`src/rtl/jesd_pattern_pkg.sv`:
```
// Shared definitions for the JESD loopback test-pattern generator and its RX checker.
package jesd_pattern_pkg;

  // Pattern select encodings, as driven on MODE.
  typedef enum logic [1:0] {
    MODE_COUNT  = 2'd0,
    MODE_PRBS15 = 2'd1,
    MODE_CONST  = 2'd2,
    MODE_WALK1  = 2'd3
  } mode_e;

  // Generator control states.
  typedef enum logic [1:0] {
    StIdle  = 2'd0,
    StRun   = 2'd1,
    StBlank = 2'd2,
    StDone  = 2'd3
  } state_e;

  localparam int unsigned PRBS_W = 15;

  // x^15 + x^14 + 1: feedback from state bits 14 and 13.
  localparam logic [PRBS_W-1:0] PRBS15_TAPS = 15'h6000;

  // Lane i is seeded with SEED_BASE ^ i so lanes are decorrelated.
  localparam logic [PRBS_W-1:0] SEED_BASE = 15'h7FFF;

  // Lane i in CONST mode repeats byte CONST_BASE + i.
  localparam logic [7:0] CONST_BASE = 8'hA0;

endpackage

```
`src/rtl/prbs15_lane.sv`:
```
// One lane of PRBS15: advances the LFSR DATA_W bits in a single combinational step.
module prbs15_lane
  import jesd_pattern_pkg::*;
#(
  parameter int unsigned DATA_W = 32
) (
  input  logic [PRBS_W-1:0] state,
  output logic [PRBS_W-1:0] next_state,
  output logic [DATA_W-1:0] data
);

  // Unrolled Fibonacci LFSR; the first generated bit lands in the word MSB.
  always_comb begin
    logic [PRBS_W-1:0] s;
    logic              fb;
    s    = state;
    data = '0;
    for (int k = 0; k < DATA_W; k++) begin
      fb                 = ^(s & PRBS15_TAPS);
      data[DATA_W-1-k]   = fb;
      s                  = {s[PRBS_W-2:0], fb};
    end
    next_state = s;
  end

endmodule

```
`src/rtl/jesd_pattern_gen.sv`:
```
// Multi-lane test-pattern source (COUNT / PRBS15 / CONST / WALK1) with burst length,
// READY back-pressure and TRIG blanking. All outputs are registered.
module jesd_pattern_gen
  import jesd_pattern_pkg::*;
#(
  parameter int unsigned       LANES     = 2,
  parameter int unsigned       DATA_W    = 32,
  parameter int unsigned       MARK_W    = 4,
  parameter logic [MARK_W-1:0] MARKER    = 4'b1010,
  // Must equal DATA_W - MARK_W.
  parameter int unsigned       CNT_W     = 28,
  // 0 means run continuously.
  parameter int unsigned       BURST_LEN = 0
) (
  input  logic                    CLK,
  input  logic                    RST,
  input  logic                    EN,
  input  logic                    TRIG,
  input  logic [1:0]              MODE,
  input  logic                    READY,
  output logic [LANES*DATA_W-1:0] DATA,
  output logic                    DATA_VALID,
  output logic                    WRAP,
  output logic                    BURST_DONE
);

  state_e             state_q;
  mode_e              mode_q;
  logic [CNT_W-1:0]   count_q;
  logic [31:0]        beat_q;
  logic               trig_r;

  // lfsr_q is the LFSR state after the presented PRBS word; prbs_q is that word, kept so
  // a blanked beat can be re-presented unchanged.
  logic [PRBS_W-1:0]  lfsr_q     [LANES];
  logic [DATA_W-1:0]  prbs_q     [LANES];
  logic [PRBS_W-1:0]  step_in    [LANES];
  logic [PRBS_W-1:0]  step_state [LANES];
  logic [DATA_W-1:0]  step_data  [LANES];

  logic               accept;
  logic               burst_end;
  mode_e              mode_sel;
  logic [CNT_W-1:0]   count_sel;
  logic [DATA_W-1:0]  prbs_sel   [LANES];
  logic [LANES*DATA_W-1:0] pat;
  logic               wrap_hit;

  // In IDLE the step engine runs from the seeds so the first PRBS word is ready at start.
  for (genvar g = 0; g < LANES; g++) begin : g_lane
    assign step_in[g] = (state_q == StIdle) ? (SEED_BASE ^ PRBS_W'(g)) : lfsr_q[g];

    prbs15_lane #(
      .DATA_W (DATA_W)
    ) u_prbs (
      .state      (step_in[g]),
      .next_state (step_state[g]),
      .data       (step_data[g])
    );
  end

  // Blank beats never count, so only RUN can accept.
  assign accept    = (state_q == StRun) && READY;
  assign burst_end = (BURST_LEN != 0) && accept && (beat_q == BURST_LEN - 1);

  // Select the mode/count/PRBS word of the beat to present next, then build lane words.
  always_comb begin
    mode_sel  = mode_q;
    count_sel = count_q;
    for (int i = 0; i < LANES; i++) prbs_sel[i] = prbs_q[i];
    unique case (state_q)
      StIdle: begin
        mode_sel  = mode_e'(MODE);
        count_sel = '0;
        for (int i = 0; i < LANES; i++) prbs_sel[i] = step_data[i];
      end
      StRun: begin
        if (accept) begin
          count_sel = count_q + CNT_W'(1);
          for (int i = 0; i < LANES; i++) prbs_sel[i] = step_data[i];
        end
      end
      default: ;
    endcase

    pat = '0;
    for (int i = 0; i < LANES; i++) begin
      unique case (mode_sel)
        MODE_COUNT:  pat[i*DATA_W +: DATA_W] = {count_sel + CNT_W'(i), MARKER};
        MODE_PRBS15: pat[i*DATA_W +: DATA_W] = prbs_sel[i];
        MODE_CONST:  pat[i*DATA_W +: DATA_W] = {(DATA_W/8){CONST_BASE + 8'(i)}};
        MODE_WALK1:  pat[i*DATA_W +: DATA_W] = DATA_W'(1) << (32'(count_sel) % DATA_W);
        default:     pat[i*DATA_W +: DATA_W] = '0;
      endcase
    end

    // Only a newly presented max-count beat flags WRAP, not one held by READY=0.
    wrap_hit = (count_sel == '1) &&
               ((mode_sel == MODE_COUNT) || (mode_sel == MODE_WALK1)) &&
               ((state_q != StRun) || accept);
  end

  // Control FSM with registered outputs; priority is EN=0, then burst end, then trig_r.
  always_ff @(posedge CLK) begin
    if (RST) begin
      state_q    <= StIdle;
      mode_q     <= MODE_COUNT;
      count_q    <= '0;
      beat_q     <= '0;
      trig_r     <= 1'b0;
      DATA       <= '0;
      DATA_VALID <= 1'b0;
      WRAP       <= 1'b0;
      BURST_DONE <= 1'b0;
      for (int i = 0; i < LANES; i++) begin
        lfsr_q[i] <= SEED_BASE ^ PRBS_W'(i);
        prbs_q[i] <= '0;
      end
    end else begin
      trig_r     <= TRIG;
      WRAP       <= 1'b0;
      BURST_DONE <= 1'b0;
      unique case (state_q)
        StIdle: begin
          if (EN && !trig_r) begin
            state_q    <= StRun;
            mode_q     <= mode_sel;
            count_q    <= '0;
            beat_q     <= '0;
            for (int i = 0; i < LANES; i++) begin
              lfsr_q[i] <= step_state[i];
              prbs_q[i] <= step_data[i];
            end
            DATA       <= pat;
            DATA_VALID <= 1'b1;
            WRAP       <= wrap_hit;
          end else begin
            DATA       <= '0;
            DATA_VALID <= 1'b0;
          end
        end
        StRun: begin
          if (accept) begin
            count_q <= count_sel;
            beat_q  <= beat_q + 32'd1;
            for (int i = 0; i < LANES; i++) begin
              lfsr_q[i] <= step_state[i];
              prbs_q[i] <= step_data[i];
            end
          end
          if (!EN) begin
            state_q    <= StIdle;
            DATA       <= '0;
            DATA_VALID <= 1'b0;
          end else if (burst_end) begin
            state_q    <= StDone;
            DATA       <= '0;
            DATA_VALID <= 1'b0;
            BURST_DONE <= 1'b1;
          end else if (trig_r) begin
            state_q    <= StBlank;
            DATA       <= '0;
            DATA_VALID <= 1'b1;
          end else begin
            DATA       <= pat;
            DATA_VALID <= 1'b1;
            WRAP       <= wrap_hit;
          end
        end
        StBlank: begin
          if (!EN) begin
            state_q    <= StIdle;
            DATA       <= '0;
            DATA_VALID <= 1'b0;
          end else if (!trig_r) begin
            state_q    <= StRun;
            DATA       <= pat;
            DATA_VALID <= 1'b1;
            WRAP       <= wrap_hit;
          end else begin
            DATA       <= '0;
            DATA_VALID <= 1'b1;
          end
        end
        StDone: begin
          DATA       <= '0;
          DATA_VALID <= 1'b0;
          if (!EN) state_q <= StIdle;
        end
        default: state_q <= StIdle;
      endcase
    end
  end

endmodule

```
`config.mk`:
```
export PLATFORM = sky130hd
export DESIGN_NAME = jesd_pattern_gen
export DESIGN_NICKNAME = d
export VERILOG_FILES = /design/src/rtl/jesd_pattern_pkg.sv /design/src/rtl/prbs15_lane.sv /design/src/rtl/jesd_pattern_gen.sv
export SDC_FILE = /design/constraint.sdc
export NUM_CORES = 1
export LEC_CHECK = 0
export ABC_AREA = 1
export BUFFER_PORTS_ARGS = -buffer_cell sky130_fd_sc_hd__buf_4
export CAP_MARGIN = 10
export CORE_UTILIZATION = 30
export CTS_CLUSTER_DIAMETER = 100
export DETAILED_ROUTE_END_ITERATION = 7
export PLACE_DENSITY = 0.54
export SYNTH_ARGS = -nofsm -noshare
export SYNTH_HDL_FRONTEND = slang
export SYNTH_SLANG_ARGS = --single-unit
```
`constraint.sdc`:
```
create_clock -name CLK -period 7.2 [get_ports CLK]
set_input_delay 1.44 -clock CLK [delete_from_list [all_inputs] [get_ports CLK]]
set_output_delay 1.44 -clock CLK [all_outputs]
set_load 0.01 [all_outputs]
```
==> results.md <==
* Core area at 34900 um^2
* Actual slew at the worst max-slew pin at 0.882 ns
* Storage element area at 4770 um^2
* GRT Total Usage at 21.1%
* Die Ht at 191 um
* Vias/cell at 5.03
* Fill cells at 3738
* Setup CP Type: in -> reg
* CP max FO at 46
* DR DRC count at 0
* Status: finished, final reports clean
* Worst min-delay path class: reg -> reg
* Clk Latency, worst-skew pair at 0.45 ns
* PostCTS Resize Cnt at 0
* Final setup skew at 0.0144 ns
* Setup tns final at 0 ns
* Worst Setup End Kind: flop
* Routability Congestion at 1.00
* Mapped Avg Cell Area at 7.39 um^2
* Mapped Area at 10700 um^2
* Post-Syn Nets at 1476
* RSZ-0062 raised after global routing: no
* Drt first pass iters at 6
* Initial DRC count at 986
* Vias in the first global route at 9155
* Synth Warn # at 0
* I/O pins at 74
* Hold_ws at 0.481 ns
* Final period utilization at 57.9%
* Peak VDD IR at 0.239 mV
* Relative slew slack at 41.2%
* Full die area at 36600 um^2
* Final hold vios at 0
* Post-DR wirelength/cell at 19.4 um
* Critical path arrival at 4.52 ns
* Sequential share of the synthesized area at 44.4%
* Share of the synthesized area in the top cell type at 26.0%
* Clk root buf: clkbuf_16
* Nets at 1520
* Overflow after GRT at 0
* PD cells at 403 nW/um^2
* Reg-to-reg setup timing slack at 3.05 ns
* Clock Pin Slew Worst Setup and Hold Paths at 0.08 ns
* Total setup buffers inserted after CTS at 0
* Final setup fails at 0
* Final min period at 4.17 ns
* Syn Inst Count at 1454
* Max Clock Freq at 240 MHz
* Initial antenna violation count at 0
* N_diodes at 0
* Maximum number of pins on one net before global-route repair at 65
* Drt total wl at 38.1 mm
* Row Count at 68
* CP startpoint kind: input pin
* Die X at 191 um
* First-pass GRT wire length at 57.3 mm
* Synthesized flop and latch total at 192
* Detailed-placement wirelength estimate at 27.8 mm
* Max Cap Viol at 0
* Non-Filler Instances at 1966
* Slew Limit Fails at 0
* Number of routed nets with antenna violations at 0
* Layout cells sized above 1 at 13.0%
* # hold bufs at CTS at 0
* Post-synth cell types at 50
* Port Buffers at 72
* Max clock buf depth at 2
* Largest area contributor in the netlist: edfxtp_1
* Req. time, crit path at 7.55 ns
* CTS tree: built
* Area grow syn2layout at 14.2%
* Via count at 9892
* Ranking of synthesized cells by area: edfxtp_1, dfxtp_1, nand2_1, nor2_1, a21oi_1
* CTS buffer count at 17
* Lkg Pwr at 4.72 nW
* Starting Density at 30.8%
* CTS Sinks at 192
* # H-tree levels at 4
* Multi-input logic area at 5240 um^2
* Placed cell count at 1934
## worst paths after layout
| path | cells after the start | start | end |
|---|---|---|---|
| worst min-delay path | 2 | mode_q[0] | mode_q[0] |
| worst max-delay path | 12 | READY | DATA[42] |
| worst max register to register | 13 | state_q[1] | DATA[42] |
| worst min register to register | 2 | mode_q[0] | mode_q[0] |
## cells in the final DEF (no fill, tap or decap), types with 2 or more instances in the layout
cell type   synthesis  routed
xnor2_1            16      16
nand2_2            10      10
buf_4               3      87
clkbuf_16           0      17
o21ai_1            14      14
a21boi_1            3       3
ha_1               15      14
nor3_2              2       2
edfxtp_1           93      93
clkinv_1            3       5
clkinv_4            0       4
nor3_1             31      31
a311oi_1            5       5
nand2_1           400     399
o21ai_0            85      85
nor2_2             14      16
o311ai_0            2       2
xor2_1             18      18
nand4_1            12      12
a31oi_1             2       2
inv_8               0       4
o21ai_2             9       9
nor2_1            201     199
a211oi_1           21      21
clkinvlp_4          0       2
or2_2              17      17
nor2_8              2       2
dfxtp_1            99      99
nor4_1              2       2
nand3_1            63      63
inv_2               7       7
nand2_4             2       3
nor2_4              5       5
inv_1             119     119
nand3_2             4       4
nand3b_1            5       5
a21oi_1            98      98
## routing by layer
layer  vias to the layer above  track usage, %  wire, um
met1                      4711            29.2     17300
met2                       310            33.7     17600
li1                       4826               -         -
met3                        45            3.43      2240
met5                         -               0         0
met4                         0            6.14       884
## power breakdown
group / internal [mW] / total [mW] / switching (mW)
clock network: 0.455 / 0.946 / 0.490
logic: 0.631 / 2.48 / 1.85
registers: 1.42 / 1.52 / 0.0913
## cells in the mapped netlist, drive strengths merged
cell type,instances
nor4,2
dfxtp,99
a311oi,5
o21ai,108
nor3,33
clkbuf,42
a21boi,3
and2,1
or2,18
nand4,13
nor2,222
nand2,412
conb,1
o211ai,1
o221ai,1
a21oi,98
a211oi,21
clkinv,3
buf,20
o2bb2ai,1
xnor2,16
o22ai,2
a31oi,2
ha,15
xor2,19
edfxtp,93
a211o,1
nand3b,5
inv,126
nand3,68
o311ai,2
o21a,1
## worst max-delay path, cell delays in order
cell and delay [ns]:
buf_4 0.10, nand2_2 0.06, buf_4 0.37, inv_2 0.28, nand2_1 0.14, nand3_1 0.10
nand2_2 0.15, nor2_1 0.68, inv_1 0.32, o21ai_0 0.52, a21oi_1 0.08, nor3_1 0.25
## flip-flops by register name (all words and copies together), names as in the netlist
name,flops
count_q,28
trig_r,1
prbs_q,64
WRAP,1
DATA,64
DATA_VALID,1
lfsr_q,29
mode_q,2
state_q,2
## final cells by class
cell class	instances	share of cell area, %
tap	455	4.64
sequential	192	38.9
clock buffer	17	3.47
clock inverter	15	1.08
multi-input combinational	1071	42.7
timing repair buffer	87	5.32
inverter	129	3.94
## cell families after synthesis
| family | after synthesis | synth area share [%] |
|---|---|---|
| AOI/OAI and AO/OA | 246 | 12.8 |
| xor gates and xnor gates | 35 | 2.92 |
| adders and majority gates | 15 | 1.75 |
| buffers and inverters | 191 | 6.97 |
| DFF | 192 | 44.4 |
| other | 1 | 0.0349 |
| and+or+nand+nor | 774 | 31.1 |
## per-stage QoR
| step | setup slack (ns) | utilization [%] | instance area, um^2 | total power, mW |
|---|---|---|---|---|
| 2_1_floorplan | 2.75 | - | 10700 | 3.06 |
| 3_3_place_gp | 2.62 | 33.6 | 11700 | 4.00 |
| 3_5_place_dp | 2.63 | 33.6 | 11700 | 3.99 |
| 4_1_cts | 3.04 | 35.2 | 12300 | 4.94 |
| 5_1_grt | 2.80 | 35.2 | 12300 | 5.23 |
| 6_report | 3.03 | 35.2 | 12300 | 4.94 |
Note: power is estimated with default switching activity, not from simulation.
